--- src/rtl/layer_input_sequencer_pkg.sv ---
// Shared definitions for the layer input sequencer: state encoding, default
// float constants and the word/frame width helpers.
package layer_input_sequencer_pkg;

   typedef enum logic [1:0] {
      ST_IDLE   = 2'd0,
      ST_PRIME  = 2'd1,
      ST_STREAM = 2'd2
   } seq_state_t;

   localparam int DEFAULT_BIT_WIDTH  = 32;
   localparam int DEFAULT_EXTRA_BITS = 2;

   // Flopoco encoding of 1.0: exception bits 2'b01 (normal) over IEEE single 1.0.
   localparam logic [33:0] DEFAULT_ONE_VALUE = {2'b01, 32'h3F800000};

   function automatic int word_width(input int bit_width, input int extra_bits);
      return bit_width + extra_bits;
   endfunction

   function automatic int frame_len(input int num_unknowns, input int num_nonlin);
      return num_unknowns + num_nonlin;
   endfunction

   function automatic int slot_width(input int n);
      return (n <= 1) ? 1 : $clog2(n);
   endfunction

endpackage

--- src/rtl/layer_input_sequencer_if.sv ---
// Vector handshake plus the per-cycle scalar stream toward the layer.
interface layer_input_sequencer_if #(
   parameter int W  = 34,
   parameter int N  = 3,
   parameter int SW = 2
);
   logic [W*(N-1)-1:0] IN_VECTOR;
   logic               IN_VALID;
   logic               IN_READY;
   logic               FLUSH;
   logic [W-1:0]       INPUT_SCALER;
   logic               SCALER_VALID;
   logic [SW-1:0]      SLOT;
   logic               LAYER_RESET;
   logic               INITIAL_READ_FLAG;

   modport master (
      output IN_VECTOR, IN_VALID, FLUSH,
      input  IN_READY, INPUT_SCALER, SCALER_VALID, SLOT, LAYER_RESET, INITIAL_READ_FLAG
   );

   modport slave (
      input  IN_VECTOR, IN_VALID, FLUSH,
      output IN_READY, INPUT_SCALER, SCALER_VALID, SLOT, LAYER_RESET, INITIAL_READ_FLAG
   );
endinterface

--- src/rtl/vector_hold_reg.sv ---
// One-entry holding register with a full flag; load wins over clear.
module vector_hold_reg #(
   parameter int VW = 68
) (
   input  logic          CLK,
   input  logic          RESET,
   input  logic          load,
   input  logic          clear,
   input  logic [VW-1:0] load_data,
   output logic [VW-1:0] data,
   output logic          full
);

   // NOTE: sequential state uses non-blocking assignments so every flop samples pre-edge values.
   always_ff @(posedge CLK or negedge RESET) begin
      if (!RESET) begin
         full <= 1'b0;
      end else if (load) begin
         full <= 1'b1;
      end else if (clear) begin
         full <= 1'b0;
      end
   end

   // NOTE: the data word is qualified by full, so it needs no reset and stays a plain register.
   always_ff @(posedge CLK) begin
      if (load) begin
         data <= load_data;
      end
   end

endmodule

--- src/rtl/layer_input_sequencer.sv ---
// Serialises one operand vector per frame into the layer, appending a 1.0 bias
// slot, with back-to-back frames when a vector is already waiting.
module layer_input_sequencer
   import layer_input_sequencer_pkg::*;
#(
   parameter int NUM_UNKNOWNS = 2,
   parameter int NUM_NONLIN   = 1,
   parameter int BIT_WIDTH    = DEFAULT_BIT_WIDTH,
   parameter int EXTRA_BITS   = DEFAULT_EXTRA_BITS,
   parameter logic [word_width(BIT_WIDTH, EXTRA_BITS)-1:0] ONE_VALUE = DEFAULT_ONE_VALUE
) (
   input logic                    CLK,
   input logic                    RESET,
   layer_input_sequencer_if.slave bus
);

   localparam int W  = word_width(BIT_WIDTH, EXTRA_BITS);
   localparam int N  = frame_len(NUM_UNKNOWNS, NUM_NONLIN);
   localparam int SW = slot_width(N);
   localparam int VW = W * (N - 1);
   localparam logic [SW-1:0] LAST_SLOT = SW'(N - 1);

   seq_state_t    state;
   logic [VW-1:0] stream_vec;
   logic [VW-1:0] hold_data;
   logic          hold_full;
   logic          xfer;
   logic          at_last;
   logic          rollover;
   logic          hold_load;
   logic          hold_unload;
   logic [VW-1:0] next_vec;
   logic [SW-1:0] slot_inc;

   function automatic logic [W-1:0] slot_word(input logic [VW-1:0] v, input logic [SW-1:0] s);
      logic [W-1:0] word;
      word = ONE_VALUE;
      for (int k = 0; k < N - 1; k++) begin
         if (int'(s) == k) word = v[k*W +: W];
      end
      return word;
   endfunction

   assign xfer        = bus.IN_VALID & bus.IN_READY & ~bus.FLUSH;
   assign at_last     = (state == ST_STREAM) && (bus.SLOT == LAST_SLOT);
   // A vector arriving on the bias slot bypasses the hold register straight into the next frame.
   assign rollover    = at_last && (hold_full || xfer);
   assign hold_load   = xfer && !at_last;
   assign hold_unload = (state == ST_PRIME) || (at_last && hold_full);
   assign next_vec    = hold_full ? hold_data : bus.IN_VECTOR;
   assign slot_inc    = bus.SLOT + SW'(1);

   vector_hold_reg #(.VW(VW)) u_hold (
      .CLK       (CLK),
      .RESET     (RESET),
      .load      (hold_load),
      .clear     (hold_unload | bus.FLUSH),
      .load_data (bus.IN_VECTOR),
      .data      (hold_data),
      .full      (hold_full)
   );

   always_ff @(posedge CLK) begin
      if (hold_unload || rollover) begin
         stream_vec <= next_vec;
      end
   end

   always_ff @(posedge CLK or negedge RESET) begin
      if (!RESET) begin
         state                 <= ST_IDLE;
         bus.IN_READY          <= 1'b0;
         bus.INPUT_SCALER      <= '0;
         bus.SCALER_VALID      <= 1'b0;
         bus.SLOT              <= '0;
         bus.LAYER_RESET       <= 1'b0;
         bus.INITIAL_READ_FLAG <= 1'b0;
      end else if (bus.FLUSH) begin
         state                 <= ST_IDLE;
         bus.IN_READY          <= 1'b1;
         bus.INPUT_SCALER      <= '0;
         bus.SCALER_VALID      <= 1'b0;
         bus.SLOT              <= '0;
         bus.LAYER_RESET       <= 1'b0;
         bus.INITIAL_READ_FLAG <= 1'b0;
      end else begin
         case (state)
            ST_IDLE: begin
               bus.IN_READY <= !xfer;
               if (xfer) begin
                  state                 <= ST_PRIME;
                  bus.LAYER_RESET       <= 1'b1;
                  bus.INITIAL_READ_FLAG <= 1'b1;
               end
            end
            ST_PRIME: begin
               state            <= ST_STREAM;
               bus.IN_READY     <= 1'b1;
               bus.LAYER_RESET  <= 1'b0;
               bus.SLOT         <= '0;
               bus.INPUT_SCALER <= slot_word(hold_data, '0);
               bus.SCALER_VALID <= 1'b1;
            end
            ST_STREAM: begin
               if (!at_last) begin
                  bus.SLOT         <= slot_inc;
                  bus.INPUT_SCALER <= slot_word(stream_vec, slot_inc);
                  bus.IN_READY     <= !(hold_full || xfer);
               end else if (rollover) begin
                  bus.SLOT              <= '0;
                  bus.INPUT_SCALER      <= slot_word(next_vec, '0);
                  bus.INITIAL_READ_FLAG <= 1'b0;
                  bus.IN_READY          <= 1'b1;
               end else begin
                  state                 <= ST_IDLE;
                  bus.SLOT              <= '0;
                  bus.INPUT_SCALER      <= '0;
                  bus.SCALER_VALID      <= 1'b0;
                  bus.INITIAL_READ_FLAG <= 1'b0;
                  bus.IN_READY          <= 1'b1;
               end
            end
            default: begin
               state        <= ST_IDLE;
               bus.IN_READY <= 1'b1;
            end
         endcase
      end
   end

endmodule

--- src/flat_wrapper.sv ---
// flat-port wrapper written by rule: the top's interface ports become plain ports
module layer_input_sequencer_flat import layer_input_sequencer_pkg::*;
#(
   parameter int NUM_UNKNOWNS = 2,
   parameter int NUM_NONLIN   = 1,
   parameter int BIT_WIDTH    = DEFAULT_BIT_WIDTH,
   parameter int EXTRA_BITS   = DEFAULT_EXTRA_BITS,
   parameter logic [word_width(BIT_WIDTH, EXTRA_BITS)-1:0] ONE_VALUE = DEFAULT_ONE_VALUE
)
  (CLK, RESET, bus_IN_VECTOR, bus_IN_VALID, bus_FLUSH, bus_IN_READY, bus_INPUT_SCALER, bus_SCALER_VALID, bus_SLOT, bus_LAYER_RESET, bus_INITIAL_READ_FLAG);
  layer_input_sequencer_if #(.W((34)), .N((3)), .SW((2))) bus_i ();
  input logic CLK;
  input logic RESET;
  input wire logic [$bits(bus_i.IN_VECTOR)-1:0] bus_IN_VECTOR;
  input wire logic [$bits(bus_i.IN_VALID)-1:0] bus_IN_VALID;
  input wire logic [$bits(bus_i.FLUSH)-1:0] bus_FLUSH;
  output wire logic [$bits(bus_i.IN_READY)-1:0] bus_IN_READY;
  output wire logic [$bits(bus_i.INPUT_SCALER)-1:0] bus_INPUT_SCALER;
  output wire logic [$bits(bus_i.SCALER_VALID)-1:0] bus_SCALER_VALID;
  output wire logic [$bits(bus_i.SLOT)-1:0] bus_SLOT;
  output wire logic [$bits(bus_i.LAYER_RESET)-1:0] bus_LAYER_RESET;
  output wire logic [$bits(bus_i.INITIAL_READ_FLAG)-1:0] bus_INITIAL_READ_FLAG;
  assign bus_i.IN_VECTOR = bus_IN_VECTOR;
  assign bus_i.IN_VALID = bus_IN_VALID;
  assign bus_i.FLUSH = bus_FLUSH;
  assign bus_IN_READY = bus_i.IN_READY;
  assign bus_INPUT_SCALER = bus_i.INPUT_SCALER;
  assign bus_SCALER_VALID = bus_i.SCALER_VALID;
  assign bus_SLOT = bus_i.SLOT;
  assign bus_LAYER_RESET = bus_i.LAYER_RESET;
  assign bus_INITIAL_READ_FLAG = bus_i.INITIAL_READ_FLAG;
  layer_input_sequencer #(.NUM_UNKNOWNS(NUM_UNKNOWNS), .NUM_NONLIN(NUM_NONLIN), .BIT_WIDTH(BIT_WIDTH), .EXTRA_BITS(EXTRA_BITS), .ONE_VALUE(ONE_VALUE)) u_core (.CLK(CLK), .RESET(RESET), .bus(bus_i));
endmodule
--- config.mk ---
export PLATFORM = sky130hd
export DESIGN_NAME = layer_input_sequencer_flat
export DESIGN_NICKNAME = d
export VERILOG_FILES = /design/src/rtl/layer_input_sequencer_pkg.sv /design/src/rtl/layer_input_sequencer_if.sv /design/src/rtl/vector_hold_reg.sv /design/src/rtl/layer_input_sequencer.sv /design/src/flat_wrapper.sv
export SDC_FILE = /design/constraint.sdc
export NUM_CORES = 1
export LEC_CHECK = 0
export CAP_MARGIN = 25
export CORE_MARGIN = 1
export CORE_UTILIZATION = 40
export DETAILED_ROUTE_END_ITERATION = 10
export PLACE_DENSITY = 0.61
export SETUP_SLACK_MARGIN = 0.1
export SLEW_MARGIN = 20
export SYNTH_ARGS = -nofsm -noshare
export SYNTH_HDL_FRONTEND = slang
export SYNTH_SLANG_ARGS = --single-unit
--- constraint.sdc ---
create_clock -name CLK -period 5.7 [get_ports CLK]
set_clock_uncertainty 0.1 [all_clocks]
set_input_delay 1.14 -clock CLK [delete_from_list [all_inputs] [get_ports CLK]]
set_output_delay 1.14 -clock CLK [all_outputs]
set_load 0.02 [all_outputs]
Yosys cells after proc, flatten, opt, wreduce, memory -nomap -nowiden. Index checks and enable logic that the tools add are counted.

Reductions and logical operators: 20. Bitwise gates (word level): 4. $add $sub $neg: 1. Mux-type cells: 30. Eq/ne operators: 7.

Operators by type and width (count): 34-bit two-way mux (5); 68-bit two-way mux (1); 34-bit one-hot mux with 2 select lines (1); 2-bit two-way mux (6); 1-bit two-way mux (11); 3-bit AND reduction (3); 3-bit nonzero test (3); 1-bit one-hot mux with 2 select lines (4); 2-bit == test, second input constant (3); 3-bit by 2-bit != test with 1-bit output, second input constant (2); 2-bit one-hot mux with 3 select lines (1); 1-bit logical AND (4); 2-bit zero test (2); 2-bit one-hot mux with 2 select lines (1); 1-bit zero test (3); 1-bit logical OR (3); 3-bit != test, second input constant (1); 2-bit by 1-bit adder with 2-bit output, second input constant (1); 1-bit bitwise AND (2); 2-bit by 1-bit == test with 1-bit output, second input constant (1); 2-bit AND reduction (1); 2-bit nonzero test (1); 1-bit inverter (1); 1-bit OR (1).

Word-level logic and storage cells: 72. Flip-flop bits (word level): 179. Input port bits: 72.

Depth between registers and ports, before layout. Gate-level depths: netlist (run 1).

Depth in word-level cells: 8. Mapped depth: 8.

Modules after synthesis. A second synthesis (run 1) with hierarchy kept.

Cells, all modules: 545. Area, all modules: 7724.9 sq um.

By module, submodules not included: layer_input_sequencer (area each 5646.7 sq um, seq. area each 3093.0 sq um, times used 1, cells an instance 474); vector_hold_reg (area each 2078.2 sq um, seq. area each 2067.0 sq um, times used 1, cells an instance 71).

Least setup slack after synthesis (run 1). OpenSTA, ideal clock, no wires.

Path type: input-to-reg. Start point: in bus_FLUSH. End point: reg u_core.u_hold.data[0] (enable). Setup slack: -1151 ps. Setup time: 578 ps. Data required time: 5022 ps. Arrival time: 6173 ps. Stages: 3. Cells stage by stage: buf_2 -> buf_1 -> nor3_1.

Word-level cells in the longest chain between the ends: 3.

RTL lines: from (decl) (line flat_wrapper.sv:16) `input wire logic [$bits(bus_i.FLUSH)-1:0] bus_FLUSH;`; 1-bit inverter (line layer_input_sequencer.sv:44) `assign xfer = bus.IN_VALID & bus.IN_READY & ~bus.FLUSH;`; 1-bit bitwise AND (line layer_input_sequencer.sv:44); 1-bit logical AND (line layer_input_sequencer.sv:48) `assign hold_load = xfer && !at_last;`; net u_core.hold_load (line layer_input_sequencer.sv:30) `logic hold_load;`; to (signal assigned) (line vector_hold_reg.sv:28) `data <= load_data;`; to (decl) (line vector_hold_reg.sv:10) `output logic [VW-1:0] data,`.

The timed path passes the listed nets, and every way through them passes these cells. A chain may end at the register's enable or synchronous reset.

Final worst setup path (run 1).
Start point: in bus_FLUSH. End point: reg u_core.bus.INPUT_SCALER[13].

Word-level cells in the longest chain between the ends: 8. Elaborated cells between the ends (all ways): 9.

RTL lines: 1-bit inverter (line layer_input_sequencer.sv:44); 1-bit bitwise AND (line layer_input_sequencer.sv:44); 1-bit logical OR (line layer_input_sequencer.sv:47) `assign rollover = at_last && (hold_full || xfer);`; 1-bit logical AND (line layer_input_sequencer.sv:47); 34-bit two-way mux (line layer_input_sequencer.sv:109) `end else if (rollover) begin`; 34-bit two-way mux (line layer_input_sequencer.sv:105) `if (!at_last) begin`; 34-bit one-hot mux with 2 select lines (line layer_input_sequencer.sv:87) `case (state)`; 34-bit two-way mux (line layer_input_sequencer.sv:78) `end else if (bus.FLUSH) begin`; to (signal assigned) (line layer_input_sequencer.sv:101) `bus.INPUT_SCALER <= slot_word(hold_data, '0);`; to (signal assigned) (line layer_input_sequencer.sv:107) `bus.INPUT_SCALER <= slot_word(stream_vec, slot_inc);`; to (signal assigned) (line layer_input_sequencer.sv:111) `bus.INPUT_SCALER <= slot_word(next_vec, '0);`; to (decl) (line layer_input_sequencer_if.sv:24) `output IN_READY, INPUT_SCALER, SCALER_VALID, SLOT, LAYER_RESET, INITIAL_READ_FLAG`.

Several ways; a longest one is shown, not always the timed one.

==> results.md, run 1 <==
- Crit path kind: primary input to flip-flop
- Area of the multi-input gates: 2080 µm²
- Setup crit end kind: flip-flop
- CTS sink cnt: 179
- Setup ws final: 2.11 ns
- Synth Net Count: 574
- CP Launch Type: primary input
- Antenna violations before repair: 0
- Crit Path Max Fanout: 21
- Post CTS Setup Buffer Count: 0
- CTS Root Cell: clkbuf_16
- Routed len/inst: 20.5 µm
- RSZ-0062 raised after global routing: false
- Clk_lat worst skew: 0.43 ns
- TritonRoute pass-1 iters: 8
- Pre-CTS WS: 1.72 ns
- All-Layer GR Usage: 18.9%
- CTS H-tree lvls: 4
- Yosys reg bits: 179
- CTS Buf Count: 17
- Fill cell count: 1452
- Crit path arrival time: 3.83 ns
- Area growth, synth to finish: 26.3%
- Row cnt: 49
- Port bufs: 111
- Layout cells sized above 1: 19.3%
- GRT Residual Overflow: 0
- Number of global-route vias before repair: 4944
- Slew of the pin with the lowest slew margin: 0.993 ns
- First-pass GRT wire length: 27.4 mm
- Violated checks: DRC
- Number of max-cap violations: 0
- Synthesized netlist cell count: 502
- Final slew viol count: 0
- Sequential cell area: 5160 µm²
- CP most frequent cell: a21oi_1
- Placer's final routability congestion estimate: 0.728
- Routed Antenna Nets: 0
- Register area share after synthesis: 69.6%
- Die width: 138 µm
- Leakage: 3.24 nW
- Fin. Hold Viols: 0
- Finished Core Util: 51.8%
- Final nets: 676
- Max Freq: 0.279 GHz
- Fin crit period: 3.59 ns
- Syn Area/Cell: 14.8 µm²
- CTS clk-pin slew, worst paths: 0.06 ns
- Synth cell types: 36
- Ys Warns: 0
- Num ports: 112
- Tcrit/Tclk final: 62.9%
- CP Cell Sequence: clkdlybuf4s50_1 -> or3b_4 -> nor3b_4 -> buf_4 -> a21oi_1 -> a21oi_1
- PwrDens: 349 nW/µm²
- DP HPWL: 10.3 mm
- Die area: 19100 µm²
- CP delay by family, top: buffers and inverters
- Max_slew headroom: 33.8%
- Buffer and inverter count on the worst path: 2
- Die Ht: 138 µm
- Largest net degree at the start of global routing: 73
- Clk buf depth: 2
- Drt drc: 24
- Initial Util: 41.0%
- CP max stage delay: 0.80 ns
- Worst path slowest cell: clkdlybuf4s50_1
- HP Class: flip-flop to flip-flop
- Worst path required time: 5.94 ns
- Worst VDD drop: 215 µV
- Vias per cell: 5.61
- Antenna cells: 0
- Core Region: 18100 µm²
- Post-Syn Area: 7420 µm²
- Hold_buf cts: 0
- Outcome: complete, but fails checks
- CTS tree: yes
- Reg2Reg Setup Slack: 3.08 ns
- Number of gates resized after cts: 0
- Total negative slack: 0 ns
- Initial DRC Count: 413
- Final Setup Violations: 0
- WL final: 17.3 mm
- DR vias: 4747
## report_power, final
part           total (W)  switching, W  internal, W
Sequential       0.00157     0.0000577      0.00152
Clock            0.00126      0.000494     0.000761
Combinational   0.000439      0.000227     0.000212
## cells in the mapped netlist
library cell / n / area, µm²
o21ai_1: 6 / 30.0
a211oi_1: 1 / 7.51
or3_1: 1 / 6.26
a2111o_1: 1 / 11.3
o221ai_1: 8 / 70.1
o21bai_1: 1 / 7.51
inv_1: 2 / 7.51
nor3_1: 4 / 20.0
a22oi_1: 26 / 195
nand2b_1: 2 / 12.5
nor3_4: 1 / 16.3
nor2_1: 42 / 158
a21oi_1: 54 / 270
nor4_1: 1 / 6.26
a22o_1: 25 / 219
o211ai_1: 1 / 7.51
nand2_1: 15 / 56.3
and4bb_1: 1 / 12.5
nor3b_4: 1 / 18.8
a21oi_4: 1 / 16.3
dfrtp_1: 43 / 1080
nand3_1: 1 / 5.00
clkbuf_1: 10 / 37.5
o21ai_0: 3 / 15.0
and2_0: 1 / 6.26
buf_6: 4 / 45.0
edfxtp_1: 136 / 4080
or3b_4: 1 / 11.3
a31oi_1: 10 / 62.6
mux2_2: 68 / 766
nand3b_1: 2 / 15.0
buf_1: 7 / 26.3
o31ai_1: 2 / 15.0
nor2b_1: 2 / 12.5
or2_2: 1 / 6.26
buf_2: 17 / 85.1
## flip-flops by register name (all words and copies together), names as in the netlist
signal                        cells
u_core.bus.SLOT                   2
u_core.bus.SCALER_VALID           1
u_core.bus.INITIAL_READ_FLAG      1
u_core.bus.INPUT_SCALER          34
u_core.bus.IN_READY               1
u_core.state                      2
u_core.u_hold.full                1
u_core.u_hold.data               68
u_core.stream_vec                68
u_core.bus.LAYER_RESET            1
## cell families (layout without fill, tap and decap cells)
group | count (synthesis) | in the layout | share of synthesized area [%]
flip-flops | 179 | 179 | 69.6
AND/OR/NAND/NOR | 76 | 76 | 4.89
AO/OA/AOI/OAI | 139 | 139 | 12.5
multiplexers | 68 | 68 | 10.3
buffers and inverters | 40 | 155 | 2.72
## worst paths after layout
check | startpoint | end | cells after the start
worst max-delay path | bus_FLUSH | u_core.bus.INPUT_SCALER[13]$_DFFE_PN0N_ | 6
min in group asynchronous | RESET | u_core.bus.INPUT_SCALER[1]$_DFFE_PN0N_ | 2
worst max register to register | u_core.state[1]$_DFFE_PN0P_ | u_core.bus.INPUT_SCALER[23]$_DFFE_PN0N_ | 5
worst min register to register | u_core.bus.INPUT_SCALER[6]$_DFFE_PN0N_ | u_core.bus.INPUT_SCALER[6]$_DFFE_PN0N_ | 2
worst min-delay path | u_core.bus.INPUT_SCALER[6]$_DFFE_PN0N_ | u_core.bus.INPUT_SCALER[6]$_DFFE_PN0N_ | 2
max in group asynchronous | RESET | u_core.u_hold.full$_DFFE_PN0P_ | 2
## worst min-delay path, cell delays in order, from the launching register on
cell,delay (ns)
dfrtp_1,0.35
nor2_1,0.05
a21oi_1,0.10
## cell type report
type	count	share of cell area, %
clock buffers	21	4.91
clock inverters	11	1.87
inverters	2	0.0801
multi-input cells	283	22.2
flip-flops and latches	179	55.1
well taps	229	3.06
repair buffers	121	12.7
## placed cells by master (no fill, tap or decap), drive strengths merged, types with 2 or more instances in the layout
master         instances
buf                   11
clkdlybuf4s50        110
o31ai                  2
o221ai                 8
a22o                  25
nand2b                 2
dfrtp                 43
a21oi                 55
clkinv                 3
nand3b                 2
inv                    4
nor2b                  2
o21ai                  9
nand2                 15
nor2                  42
a31oi                 10
nor3                   5
edfxtp               136
mux2                  68
clkinvlp               2
bufinv                 4
clkbuf                21
a22oi                 26
## layer usage
layer,track usage [%],part of all wire [%]
met4,5.20,0.96
met2,30.2,48
met5,0,0
met3,5.09,7.0
met1,25.4,44
## through the flow
| step | power (W) | hold WS [ns] | cells | cell area [µm²] |
|---|---|---|---|---|
| after global placement | 0.00203 | 0.422 | 813 | 8720 |
| after global routing | 0.00339 | 0.462 | 846 | 9370 |
| after floorplan | 0.00182 | 0.423 | 502 | 7420 |
| final | 0.00327 | 0.440 | 846 | 9370 |
| after CTS | 0.00329 | 0.435 | 845 | 9350 |
| after detailed placement | 0.00204 | 0.418 | 813 | 8720 |
Power figures use the tool's default switching activity.
==> run 2, diff against run 1 <==
--- a/config.mk
+++ b/config.mk
@@ -9,7 +9,7 @@
 export CORE_MARGIN = 1
 export CORE_UTILIZATION = 40
 export DETAILED_ROUTE_END_ITERATION = 10
-export PLACE_DENSITY = 0.61
+export PLACE_DENSITY = 0.59
 export SETUP_SLACK_MARGIN = 0.1
 export SLEW_MARGIN = 20
 export SYNTH_ARGS = -nofsm -noshare
==> constraint.sdc (replaced) <==
create_clock -name CLK -period 3.5 [get_ports CLK]
set_clock_uncertainty 0.1 [all_clocks]
set_input_delay 0.7 -clock CLK [delete_from_list [all_inputs] [get_ports CLK]]
set_output_delay 0.7 -clock CLK [all_outputs]
set_load 0.02 [all_outputs]
==> run 2 against run 1 <==
Effect of this change:
- the run still ends with DRC left
- global-route usage rose by 0.24 points
- setup slack worse by 1.1 ns
- cell area is essentially flat
- register-to-register slack got worse by 1.9 ns
- flip-flop and latch count unchanged
- sequential power up 63%
- wire length increased by 0.40%
- largest cell class unchanged
- largest power group unchanged
==> results.md, run 2 (synthesis gave the netlist of run 1 again) <==
- Outcome: complete, but fails checks
- Violated checks: DRC
- Slew of the pin with the lowest slew margin: 0.711 ns (-0.282 ns)
- All-Layer GR Usage: 19.1% (+0.24 points)
- Clk_lat worst skew: 0.43 ns (about the same)
- Worst path slowest cell: clkdlybuf4s50_1
- GRT Residual Overflow: 0 (unchanged)
- Vias per cell: 5.52 (-1.6%)
- CP Cell Sequence: clkdlybuf4s50_1
- Sequential cell area: 5160 µm² (unchanged)
- Die area: 19100 µm² (unchanged)
- CP max stage delay: 0.71 ns (-0.09 ns)
- Top Registers: u_core.stream_vec x68, u_core.u_hold.data x68, u_core.bus.INPUT_SCALER x34
- Number of gates resized after cts: 0 (unchanged)
- Routed len/inst: 20.4 µm (-0.31%)
- Number of max-cap violations: 0 (unchanged)
- CP delay by family, top: buffers and inverters
- First-pass GRT wire length: 27.6 mm (+0.75%)
- R2r endpoint: u_core.bus.INPUT_SCALER[9]$_DFFE_PN0N_
- Number of global-route vias before repair: 4884 (-1.2%)
- Layout cells sized above 1: 20.2% (+0.94 points)
- Crit path kind: flip-flop to primary output
- Worst VDD drop: 362 µV (+69%)
- Dpl cells: 820 (+0.86%)
- Worst path required time: 2.70 ns (-3.24 ns)
- Fill cell count: 1497 (+3.1%)
- Finished Core Util: 51.8% (about the same)
- Hold_buf cts: 0 (unchanged)
- Final nets: 682 (+0.89%)
- RR Startpoint: u_core.state[1]$_DFFE_PN0P_
- WL final: 17.4 mm (+0.40%)
- CTS Root Cell: clkbuf_16
- Die Ht: 138 µm (unchanged)
- DP HPWL: 10.8 mm (+4.8%)
- RSZ-0062 raised after global routing: false
- Area growth, synth to finish: 26.3% (about the same)
- Core Region: 18100 µm² (unchanged)
- TritonRoute pass-1 iters: 7 (-1)
- Tcrit/Tclk final: 71.5%
- Initial DRC Count: 440 (+6.5%)
- CTS sink cnt: 179 (unchanged)
- Row cnt: 49 (unchanged)
- Num ports: 112 (unchanged)
- Drt drc: 8 (-67%)
- Largest net degree at the start of global routing: 40 (-45%)
- Antenna violations before repair: 0 (unchanged)
- Max_slew headroom: 52.5% (+19 points)
- Port bufs: 111 (unchanged)
- Hold_ws: 0.148 ns (-0.292 ns)
- Buffer and inverter count on the worst path: 1 (-1)
- Fin crit period: 2.50 ns
- DR vias: 4702 (-0.95%)
- Antenna cells: 0 (unchanged)
- Max Freq: 0.399 GHz
- Reg2Reg Setup Slack: 1.22 ns (-1.86 ns)
- Commonest non-fill, non-tap cells in the layout: edfxtp_1 (136), clkdlybuf4s50_1 (110), mux2_2 (68)
- Post CTS Setup Buffer Count: 0 (unchanged)
- CP Launch Type: flip-flop
- R2R depth: 5 (unchanged)
- Initial Util: 41.0% (unchanged)
- Final slew viol count: 0 (unchanged)
- Die width: 138 µm (unchanged)
- Total negative slack: 0 ns (unchanged)
- Crit Path Max Fanout: 10 (-52%)
- Total Power: 0.00520 W (+59%)
- Commonest non-fill, non-tap cell in the layout: edfxtp_1
- CTS tree: yes
- Critical Path Stages: 1 (-5)
- Final Setup Violations: 0 (unchanged)
- Finished Layout Cells: 852 (+0.71%)
- Routed Antenna Nets: 0 (unchanged)
- Placer's final routability congestion estimate: 0.763 (+4.8%)
- Fin. Hold Viols: 0 (unchanged)
- Clk buf depth: 2 (unchanged)
- PwrDens: 555 nW/µm² (+59%)
- Leakage: 3.26 nW (+0.51%)
- Setup crit end kind: primary output
- HP Class: primary input to asynchronous set/reset pin
- CTS Buf Count: 17 (unchanged)
- CTS H-tree lvls: 4 (unchanged)
- Crit path arrival time: 1.70 ns (-2.13 ns)
- CTS clk-pin slew, worst paths: 0.07 ns (about the same)
- Area of the multi-input gates: 2080 µm² (unchanged)
-- run 2: cell types whose count changed in the layout (fill, tap and decap cells not counted) --
cell,before,now
bufinv_16,4,2
clkinvlp_4,2,1
clkbuf_8,2,1
clkinv_2,1,3
inv_8,0,1
clkinv_4,2,1
clkbuf_1,2,1
buf_4,9,15
inv_6,2,5
-- run 2: how the worst max path moves through the flow --
stage / end / startpoint / slack, ns
after floorplan: u_core.u_hold.data[0]$_DFFE_PP_ / bus_FLUSH / 0.19
after global placement: u_core.bus.INPUT_SCALER[17]$_DFFE_PN0N_ / bus_FLUSH / 0.66
after detailed placement: u_core.bus.INPUT_SCALER[9]$_DFFE_PN0N_ / bus_FLUSH / 0.62
after CTS: bus_SLOT[0] / u_core.bus.SLOT[0]$_DFFE_PN0N_ / 0.97
after global routing: bus_SLOT[0] / u_core.bus.SLOT[0]$_DFFE_PN0N_ / 0.90
final: bus_SLOT[0] / u_core.bus.SLOT[0]$_DFFE_PN0N_ / 1.0
-- run 2: through the flow --
step	instance area [µm²]	worst slack (ns)
global placement	8780	0.660
detailed placement	8780	0.622
CTS	9370	0.971
floorplan	7430	0.192
finish	9370	0.996
global route	9370	0.902
-- run 2: routing by layer --
layer	GRT usage (%)	up-vias	share of wire, %
met3	4.23	21	5.8
met2	29.5	173	46
li1	-	2155	-
met5	0	-	0
met1	27.0	2353	47
met4	5.97	0	1.0
-- run 2: layout make-up --
cell class                      instances  share of cell area, %
Tap cell                              229                   3.06
Clock inverter                         13                   1.56
Clock buffer                           19                   4.73
Inverter                                2                 0.0801
Multi-Input combinational cell        283                   22.2
Sequential cell                       179                   55.1
Timing Repair Buffer                  127                   13.2
-- run 2: power breakdown --
part / leakage (nW) / total (W) / internal [W] / switching (W)
clock: 0.291 / 0.00192 / 0.00108 / 0.000834
sequential: 1.79 / 0.00256 / 0.00247 / 0.0000957
combinational: 1.17 / 0.000723 / 0.000351 / 0.000372
==> run 3, diff against run 2 <==
==> constraint.sdc (replaced) <==
create_clock -name CLK -period 2.35 [get_ports CLK]
set_clock_uncertainty 0.1 [all_clocks]
set_input_delay 0.47 -clock CLK [delete_from_list [all_inputs] [get_ports CLK]]
set_output_delay 0.47 -clock CLK [all_outputs]
set_load 0.02 [all_outputs]
==> run 3 against run 2 <==
Effect of this change:
- the flow still finishes with violations (DRC)
- first-iteration DRC count down 18%
- cell area grew 1.7%
- final cell count rose by 0.94%
- via count is 1.5% higher
- critical endpoint unchanged
- highest routed layer unchanged
==> results.md, run 3 (synthesis gave the netlist of run 1 again) <==
- Tcrit/Tclk final: 91.8%
- Routed Antenna Nets: 0 (unchanged)
- CTS H-tree lvls: 4 (unchanged)
- Die area: 19100 µm² (unchanged)
- Finished Core Util: 52.7% (+0.86 points)
- Core Region: 18100 µm² (unchanged)
- Reg power frac: 49.0% (-0.2 points)
- Largest net degree at the start of global routing: 49 (+23%)
- CTS sink cnt: 179 (unchanged)
- Fin crit period: 2.16 ns
- Initial Util: 41.0% (unchanged)
- Commonest non-fill, non-tap cell in the layout: edfxtp_1
- Die Ht: 138 µm (unchanged)
- Final Setup Violations: 0 (unchanged)
- TritonRoute pass-1 iters: 9 (+2)
- Max Freq: 0.463 GHz
- First-pass GRT wire length: 28.6 mm (+3.6%)
- Final nets: 690 (+1.2%)
- WL final: 17.9 mm (+2.8%)
- DR vias: 4772 (+1.5%)
- Fill cell count: 1513 (+1.1%)
- Port bufs: 111 (unchanged)
- Top Registers: u_core.stream_vec x68, u_core.u_hold.data x68, u_core.bus.INPUT_SCALER x34
- Sw Pwr: 0.00196 W (+50%)
- Post CTS Setup Buffer Count: 0 (unchanged)
- Worst Setup SP: u_core.bus.SLOT[0]$_DFFE_PN0N_
- Logic gate share of total power: 14.6% (+0.7 points)
- CP Cell Sequence: clkdlybuf4s50_1
- Number of max-cap violations: 0 (unchanged)
- HP Class: primary input to asynchronous set/reset pin
- CP delay by family, top: buffers and inverters
- Crit path arrival time: 1.59 ns (-0.11 ns)
- RR Startpoint: u_core.state[0]$_DFFE_PN0P_
- Max_slew headroom: 57.0% (+4.4 points)
- Area growth, synth to finish: 28.4%
- Area of the multi-input gates: 2090 µm² (+0.12%)
- Sequential cell area: 5170 µm² (about the same)
- Buffer and inverter count on the worst path: 1 (unchanged)
- CTS Root Cell: clkbuf_16
- Drt drc: 20 (+12)
- CP max stage delay: 0.69 ns (-0.02 ns)
- RSZ-0062 raised after global routing: false
- Crit Path Max Fanout: 10 (unchanged)
- Hold_ws: 0.0458 ns (-0.103 ns)
- Slew of the pin with the lowest slew margin: 0.646 ns (-0.0653 ns)
- P_int: 0.00580 W (+49%)
- Routed len/inst: 20.8 µm (+1.8%)
- Crit path kind: flip-flop to primary output
- Worst path required time: 1.78 ns (-0.92 ns)
- Setup crit end kind: primary output
- Antenna cells: 0 (unchanged)
- Clk buf depth: 2 (unchanged)
- Row cnt: 49 (unchanged)
- DP HPWL: 10.9 mm (+0.70%)
- Num ports: 112 (unchanged)
- Clock share of power: 36.4% (-0.5 points)
- CTS Buf Count: 17 (unchanged)
- Vias per cell: 5.55 (+0.54%)
- All-Layer GR Usage: 19.6% (+0.52 points)
- Number of gates resized after cts: 0 (unchanged)
- Number of global-route vias before repair: 5132 (+5.1%)
- Die width: 138 µm (unchanged)
- Leakage: 3.30 nW (+1.4%)
- Antenna violations before repair: 0 (unchanged)
- CTS clk-pin slew, worst paths: 0.07 ns (about the same)
- Outcome: complete, but fails checks
- Worst path slowest cell: clkdlybuf4s50_1
- Initial DRC Count: 360 (-18%)
- GRT Residual Overflow: 0 (unchanged)
- Clk_lat worst skew: 0.43 ns (about the same)
- Violated checks: DRC
- Worst VDD drop: 551 µV (+52%)
- Final slew viol count: 0 (unchanged)
- PwrDens: 815 nW/µm² (+47%)
- Hold_buf cts: 0 (unchanged)
- CTS tree: yes
- CP Launch Type: flip-flop
- Commonest non-fill, non-tap cells in the layout: edfxtp_1 (136), clkdlybuf4s50_1 (110), mux2_2 (68)
- Switching share of power: 25.2% (+0.21 points)
- Placer's final routability congestion estimate: 0.765 (+0.26%)
- Layout cells sized above 1: 21.9% (+1.6 points)
- Fin. Hold Viols: 0 (unchanged)
run 3: worst paths after layout:
path | end | slack, ns | depth (start not counted)
setup / recovery | bus_SLOT[0] | 0.19 | 1
hold / removal | u_core.bus.INPUT_SCALER[27]$_DFFE_PN0N_ | 0.05 | 2
setup reg to reg | u_core.bus.INPUT_SCALER[22]$_DFFE_PN0N_ | 0.31 | 5
hold reg to reg | u_core.bus.INPUT_SCALER[13]$_DFFE_PN0N_ | 0.43 | 2
max in group asynchronous | u_core.u_hold.full$_DFFE_PN0P_ | 1.63 | 2
min in group CLK | u_core.bus.INPUT_SCALER[13]$_DFFE_PN0N_ | 0.43 | 2
run 3: metal layers:
layer | up-vias | routed length, µm | GRT usage (%) | part of all wire [%]
li1 | 2172 | - | - | -
met1 | 2431 | 8130 | 26.6 | 46
met2 | 153 | 8580 | 31.6 | 48
met3 | 16 | 959 | 4.75 | 5.4
met4 | 0 | 190 | 5.68 | 1.1
met5 | - | 0 | 0 | 0
run 3: layout make-up:
type,count,area share (%)
multi-input cells,283,21.9
repair buffers,135,14.7
inverters,2,0.0788
flip-flops and latches,179,54.2
well taps,229,3.01
clock buffers,17,4.47
clock inverters,15,1.63
run 3: stage by stage:
stage / instance area (µm²) / setup TNS [ns] / power [W] / std cells / setup slack [ns]
floorplan: 7450 / -47.33 / 0.00442 / 502 / -0.696
global placement: 8940 / 0 / 0.00498 / 828 / 0.0865
detailed placement: 8950 / 0 / 0.00501 / 828 / 0.0391
CTS: 9530 / 0 / 0.00783 / 860 / 0.170
global route: 9530 / 0 / 0.00806 / 860 / 0.139
finish: 9530 / 0 / 0.00776 / 860 / 0.192
run 3: power by group through the flow:
| stage | clock, W | sequential [W] | combinational, W |
|---|---|---|---|
| 2_1_floorplan | 0 | 0.00394 | 0.000485 |
| 3_3_place_gp | 0 | 0.00387 | 0.00112 |
| 3_5_place_dp | 0 | 0.00387 | 0.00114 |
| 4_1_cts | 0.00288 | 0.00381 | 0.00115 |
| 5_1_grt | 0.00301 | 0.00383 | 0.00122 |
| 6_report | 0.00282 | 0.00381 | 0.00113 |
==> edit 1 (flow settings as in run 3) <==
Re-encode `seq_state_t` (3 states) as one-hot, 3 bits wide.
--- a/src/rtl/layer_input_sequencer_pkg.sv
+++ b/src/rtl/layer_input_sequencer_pkg.sv
@@ -4,6 +4,6 @@
 
-   typedef enum logic [1:0] {
-      ST_IDLE   = 2'd0,
-      ST_PRIME  = 2'd1,
-      ST_STREAM = 2'd2
+   typedef enum logic [2:0] {
+      ST_IDLE   = 3'b001,
+      ST_PRIME  = 3'b010,
+      ST_STREAM = 3'b100
    } seq_state_t;
Behaviour: no difference found for any inputs over 10 cycles, from zero or initial values and one cycle with RESET low; not proved beyond that.
==> edit 1 against run 3 <==
Core utilization increased by 0.58 points; sequential cell count increased by 1; global-route usage decreased by 0.27 points; critical path depth increased by 5; die area increased by 4.2%; worst setup slack improved by 0.060 ns; first-iteration DRC count decreased by 39%; sequential power decreased by 2%; final area increased by 5.3%; power decreased by 4.7%; wire length increased by 2.3%; area after synthesis increased by 4.3%; critical endpoint is now u_core.bus.INPUT_SCALER[2]$_DFFE_PN0P_.
==> edit 1: results (changes against run 3) <==
| Metric | Value |
|---|---|
| Status | `complete, no violations` |
| Worst vdd ir | `0.510 mV (-7.5%)` |
| GPL Wtd Cong | `0.797 (+4.3%)` |
| Seq/total area | `0.518 (-0.0245)` |
| Slowest stage delay, CP | `0.54 ns (-0.15 ns)` |
| Buffering overhead | `0.149 (+0.00214)` |
| Initial DRC count | `220 (-39%)` |
| DR vias/cell | `5.37 (-3.3%)` |
| Synth Area in Adders | `0.00485 (+0.00485)` |
| Netlist cell types | `41 (+14%)` |
| Fraction of area in multi-input gates | `0.239 (+0.0200)` |
| Pint | `5710 uW (-1.6%)` |
| Asr flop ratio synth | `0.244 (+0.00422)` |
| Worst Reg2Reg Path Length in Cells | `7 (+2)` |
| Final Non-Filler Cells | `909 (+5.7%)` |
| Arr. time, crit path | `2.34 ns (+0.75 ns)` |
| Finished layout cell area | `10000 um2 (+5.3%)` |
| Clock Buffer Count | `19 (+2)` |
| Final min period | `2.10 ns (-0.0602 ns)` |
| Mapped Avg Cell Area | `15.3 um2 (+3.7%)` |
| P_leak | `0.00351 uW (+6.3%)` |
| Antenna diodes | `1 (+1)` |
| First-pass GRT wire length | `28600 um (about the same)` |
| Drt first pass iters | `5 (-4)` |
| Nets@finish | `710 (+2.9%)` |
| Total track usage | `0.194 (-0.00273)` |
| Worst slack, placed | `-0.179 ns (-0.218 ns)` |
| Worst R2R Start | `u_core.bus.SLOT[1]$_DFFE_PN0P_` |
| Worst hold path type | `reg -> reg` |
| WL/cell | `20.1 um (-3.2%)` |
| Worst hold slack | `0.381 ns (+0.335 ns)` |
| Buffers, non-clock | `144 (+6.7%)` |
| Comb_multi_in | `284 (+0.35%)` |
| Sequential-to-total area share from yosys stat | `0.670 (-0.0252)` |
| Largest net degree at the start of global routing | `40 (-18%)` |
| Synth Area in Compound Gates | `0.145 (+0.0199)` |
| Placed Area | `9390 um2 (+5.0%)` |
| Signal inverters | `8 (+6)` |
| Synthesis-stage register bit count | `180 (+0.56%)` |
| Worst rel slew slack | `0.618 (+0.0488)` |
| Mapped Nets | `580 (+1.0%)` |
| Layout cells sized above 1 | `0.281 (+0.0622)` |
| Filler cells | `1530 (+1.1%)` |
| Critical-path maximum fanout | `20 (+10)` |
| PostCTS Resize Cnt | `0 (unchanged)` |
| Post-synth top cells | `edfxtp_1 (136), mux2_2 (66), dfrtp_1 (43)` |
| Top Family by Delay on Critical Path | `simple AND/OR/NAND/NOR gates` |
| Crit Reg-Reg Endpoint | `u_core.bus.INPUT_SCALER[2]$_DFFE_PN0P_` |
| Mux cell area share after synthesis | `0.0974 (-0.00586)` |
| Critical-path top delay cell | `or4b_4` |
| Hpwl dp | `11700 um (+7.0%)` |
| Setup crit start | `bus_FLUSH` |
## edit 1: cell count changes after synthesis, moves of 7 or more
cell / run 3 / this run
a21oi_1: 54 / 4
a22o_1: 25 / 0
a2bb2oi_2: 0 / 28
a31oi_1: 10 / 0
buf_2: 17 / 7
clkbuf_1: 10 / 17
nand2_1: 15 / 41
o221ai_1: 8 / 1
o22a_1: 0 / 28
## edit 1: timing repair
action                                  CTS  global route
endpoints found under the hold margin    17             0
hold buffers                              1             0
endpoints found under the setup margin    0             8
buffers inserted                          0             5
## edit 1: power by group through the flow
stage	Combinational, uW	Clock (uW)	Sequential, uW
6_report	879	2800	3720
5_1_grt	937	3020	3730
4_1_cts	891	2890	3720
3_5_place_dp	886	0	3780
3_3_place_gp	870	0	3780
2_1_floorplan	412	0	3820
## edit 1: layer usage
metal  vias up  wire [um]  track usage
met4         0        264       0.0664
met2       143       8910        0.324
met3        25        955       0.0438
met5         -          0            0
li1       2216          -            -
met1      2493       8140        0.247
==> edit 2 (settings of run 3) <==
Without the edit above. Make the reset (`RESET`) synchronous in 2 clocked blocks.
--- a/src/rtl/vector_hold_reg.sv
+++ b/src/rtl/vector_hold_reg.sv
@@ -14,3 +14,3 @@
    // NOTE: sequential state uses non-blocking assignments so every flop samples pre-edge values.
-   always_ff @(posedge CLK or negedge RESET) begin
+   always_ff @(posedge CLK) begin
       if (!RESET) begin
--- a/src/rtl/layer_input_sequencer.sv
+++ b/src/rtl/layer_input_sequencer.sv
@@ -68,3 +68,3 @@
 
-   always_ff @(posedge CLK or negedge RESET) begin
+   always_ff @(posedge CLK) begin
       if (!RESET) begin
Function: differs if RESET is asserted again (counterexample within 4 cycles, from zero or initial values and one cycle with RESET low); with RESET held inactive, the same outputs for 10 cycles.
==> edit 2 against run 3 <==
Worst setup slack lost 0.0090 ns; sequential cell count is the same; critical path depth grew 1; wire length grew 3.4%; synthesized cell count grew 16%; global-route usage is essentially flat; worst hold slack gained 0.32 ns; area after synthesis grew 2.6%; final area grew 1.0%; critical path type unchanged.
Power is not compared: it rests on default switching activity, and its combinational part moved more than twofold at a synthesized area within 25%.
==> edit 2: results (changes against run 3) <==
| Metric | Value |
|---|---|
| Top cells by area, synth | `edfxtp_1 (54%), dfxtp_1 (11%), mux2_2 (10%)` |
| Total track usage | `0.197 (+0.000247)` |
| DR vias/cell | `5.59 (+0.68%)` |
| Num CTS Buffers | `17 (unchanged)` |
| Mapped Avg Cell Area | `13.1 um2 (-11%)` |
| Critical-path top delay cell | `clkdlybuf4s50_1` |
| Initial DRC count | `356 (-1.1%)` |
| Hpwl dp | `11600 um (+6.8%)` |
| Min-delay src | `u_core.bus.SCALER_VALID$_SDFFE_PP0P_` |
| Hold Crit Depth | `2` |
| Worst R2R Start | `u_core.state[1]$_SDFFE_PP0P_` |
| GPL Wtd Cong | `0.803 (+5.0%)` |
| Nets@finish | `763 (+11%)` |
| Placed Area | `9070 um2 (+1.4%)` |
| Layout cells sized above 1 | `0.190 (-0.0287)` |
| Crit Reg-Reg Endpoint | `u_core.bus.INPUT_SCALER[0]$_SDFFE_PP0P_` |
| Worst hold slack | `0.365 ns (+0.319 ns)` |
| Status | `complete, no violations` |
| Met2 WL | `8930 um (+4.1%)` |
| Sequential-to-total area share from yosys stat | `0.650 (-0.0460)` |
| R2r setup slk | `0.33 ns (+0.02 ns)` |
| Mapped Nets | `657 (+14%)` |
| Tightest Pin Transition | `0.947 ns (+0.302 ns)` |
| Worst Reg2Reg Path Length in Cells | `6 (+1)` |
| Largest net degree at the start of global routing | `49 (unchanged)` |
| Post-synth top cells | `edfxtp_1 (136), mux2_2 (68), dfxtp_1 (43)` |
| Met3 wire length | `1080 um (+13%)` |
| Asr flop ratio synth | `0 (-0.240)` |
| WL/cell | `19.8 um (-4.8%)` |
| Slowest stage delay, CP | `0.62 ns (-0.07 ns)` |
| Drt first pass iters | `5 (-4)` |
| Worst hold path type | `reg -> reg` |
| Dpl cells | `902 (+8.9%)` |
| Filler cells | `1579 (+4.4%)` |
| Vias in the first global route | `5372 (+4.7%)` |
| Critical-path maximum fanout | `7 (-3)` |
| Setup bufs post-CTS | `0 (unchanged)` |
| Worst slack, placed | `0.0924 ns (+0.0533 ns)` |
| Total Wirelength | `18500 um (+3.4%)` |
-- edit 2: area by class of cell --
type	count	area share
Tap cell	234	0.0304
Sequential cell	179	0.514
Inverter	31	0.0123
Multi-Input combinational cell	326	0.245
Timing Repair Buffer	132	0.141
Clock inverter	15	0.0126
Clock buffer	17	0.0442
-- edit 2: routing by layer --
metal / track usage / vias to the layer above
met2: 0.323 / 166
met3: 0.0462 / 17
met4: 0.0613 / 0
li1: - / 2436
met5: 0 / -
met1: 0.257 / 2599
-- edit 2: what timing repair did --
action | in CTS | in global routing
setup endpoints to repair | 1 | 1
gates resized for setup | 1 | 2
endpoints found under the hold margin | 0 | 0
-- edit 2: kinds of logic (layout without fill, tap and decap cells) --
| kind of cell | count (synthesis) | after routing | synth area share |
|---|---|---|---|
| DFF | 179 | 179 | 0.650 |
| AOI/OAI and AO/OA | 147 | 147 | 0.129 |
| adders and majority gates | 4 | 4 | 0.00658 |
| and+or+nand+nor | 107 | 107 | 0.0697 |
| muxes | 68 | 68 | 0.101 |
| buffers and inverters | 76 | 195 | 0.0444 |
-- edit 2: metrics by stage --
stage	util	total power [uW]
after detailed placement	0.485	4040
after floorplan	-	3790
after CTS	0.514	6690
after global routing	0.515	6840
final	0.515	6630
after global placement	0.485	4030
-- edit 2: worst max path at each step --
stage | from | to | slack, ns | cells after the start
after floorplan | u_core.state[0]$_SDFFE_PP0P_ | u_core.u_hold.data[0]$_DFFE_PP_ | 0.06 | 4
after global routing | u_core.bus.SLOT[1]$_SDFFE_PP0P_ | bus_SLOT[1] | 0.11 | 2
final | u_core.bus.SLOT[1]$_SDFFE_PP0P_ | bus_SLOT[1] | 0.18 | 2
after global placement | bus_FLUSH | u_core.stream_vec[34]$_DFFE_PP_ | 0.12 | 5
after CTS | u_core.bus.SLOT[1]$_SDFFE_PP0P_ | bus_SLOT[1] | 0.17 | 2
after detailed placement | bus_FLUSH | u_core.stream_vec[0]$_DFFE_PP_ | 0.09 | 5
-- edit 2: where the power goes --
| group | internal, uW | total (uW) | switching [uW] |
|---|---|---|---|
| combinational | 240 | 450 | 210 |
| sequential | 3490 | 3520 | 30.3 |
| clock | 1380 | 2660 | 1280 |
-- edit 2: worst min-delay path, cell delays in order (launching register included) --
cell and delay, ns:
dfxtp_1 0.31, o41ai_1 0.06, a21oi_1 0.05
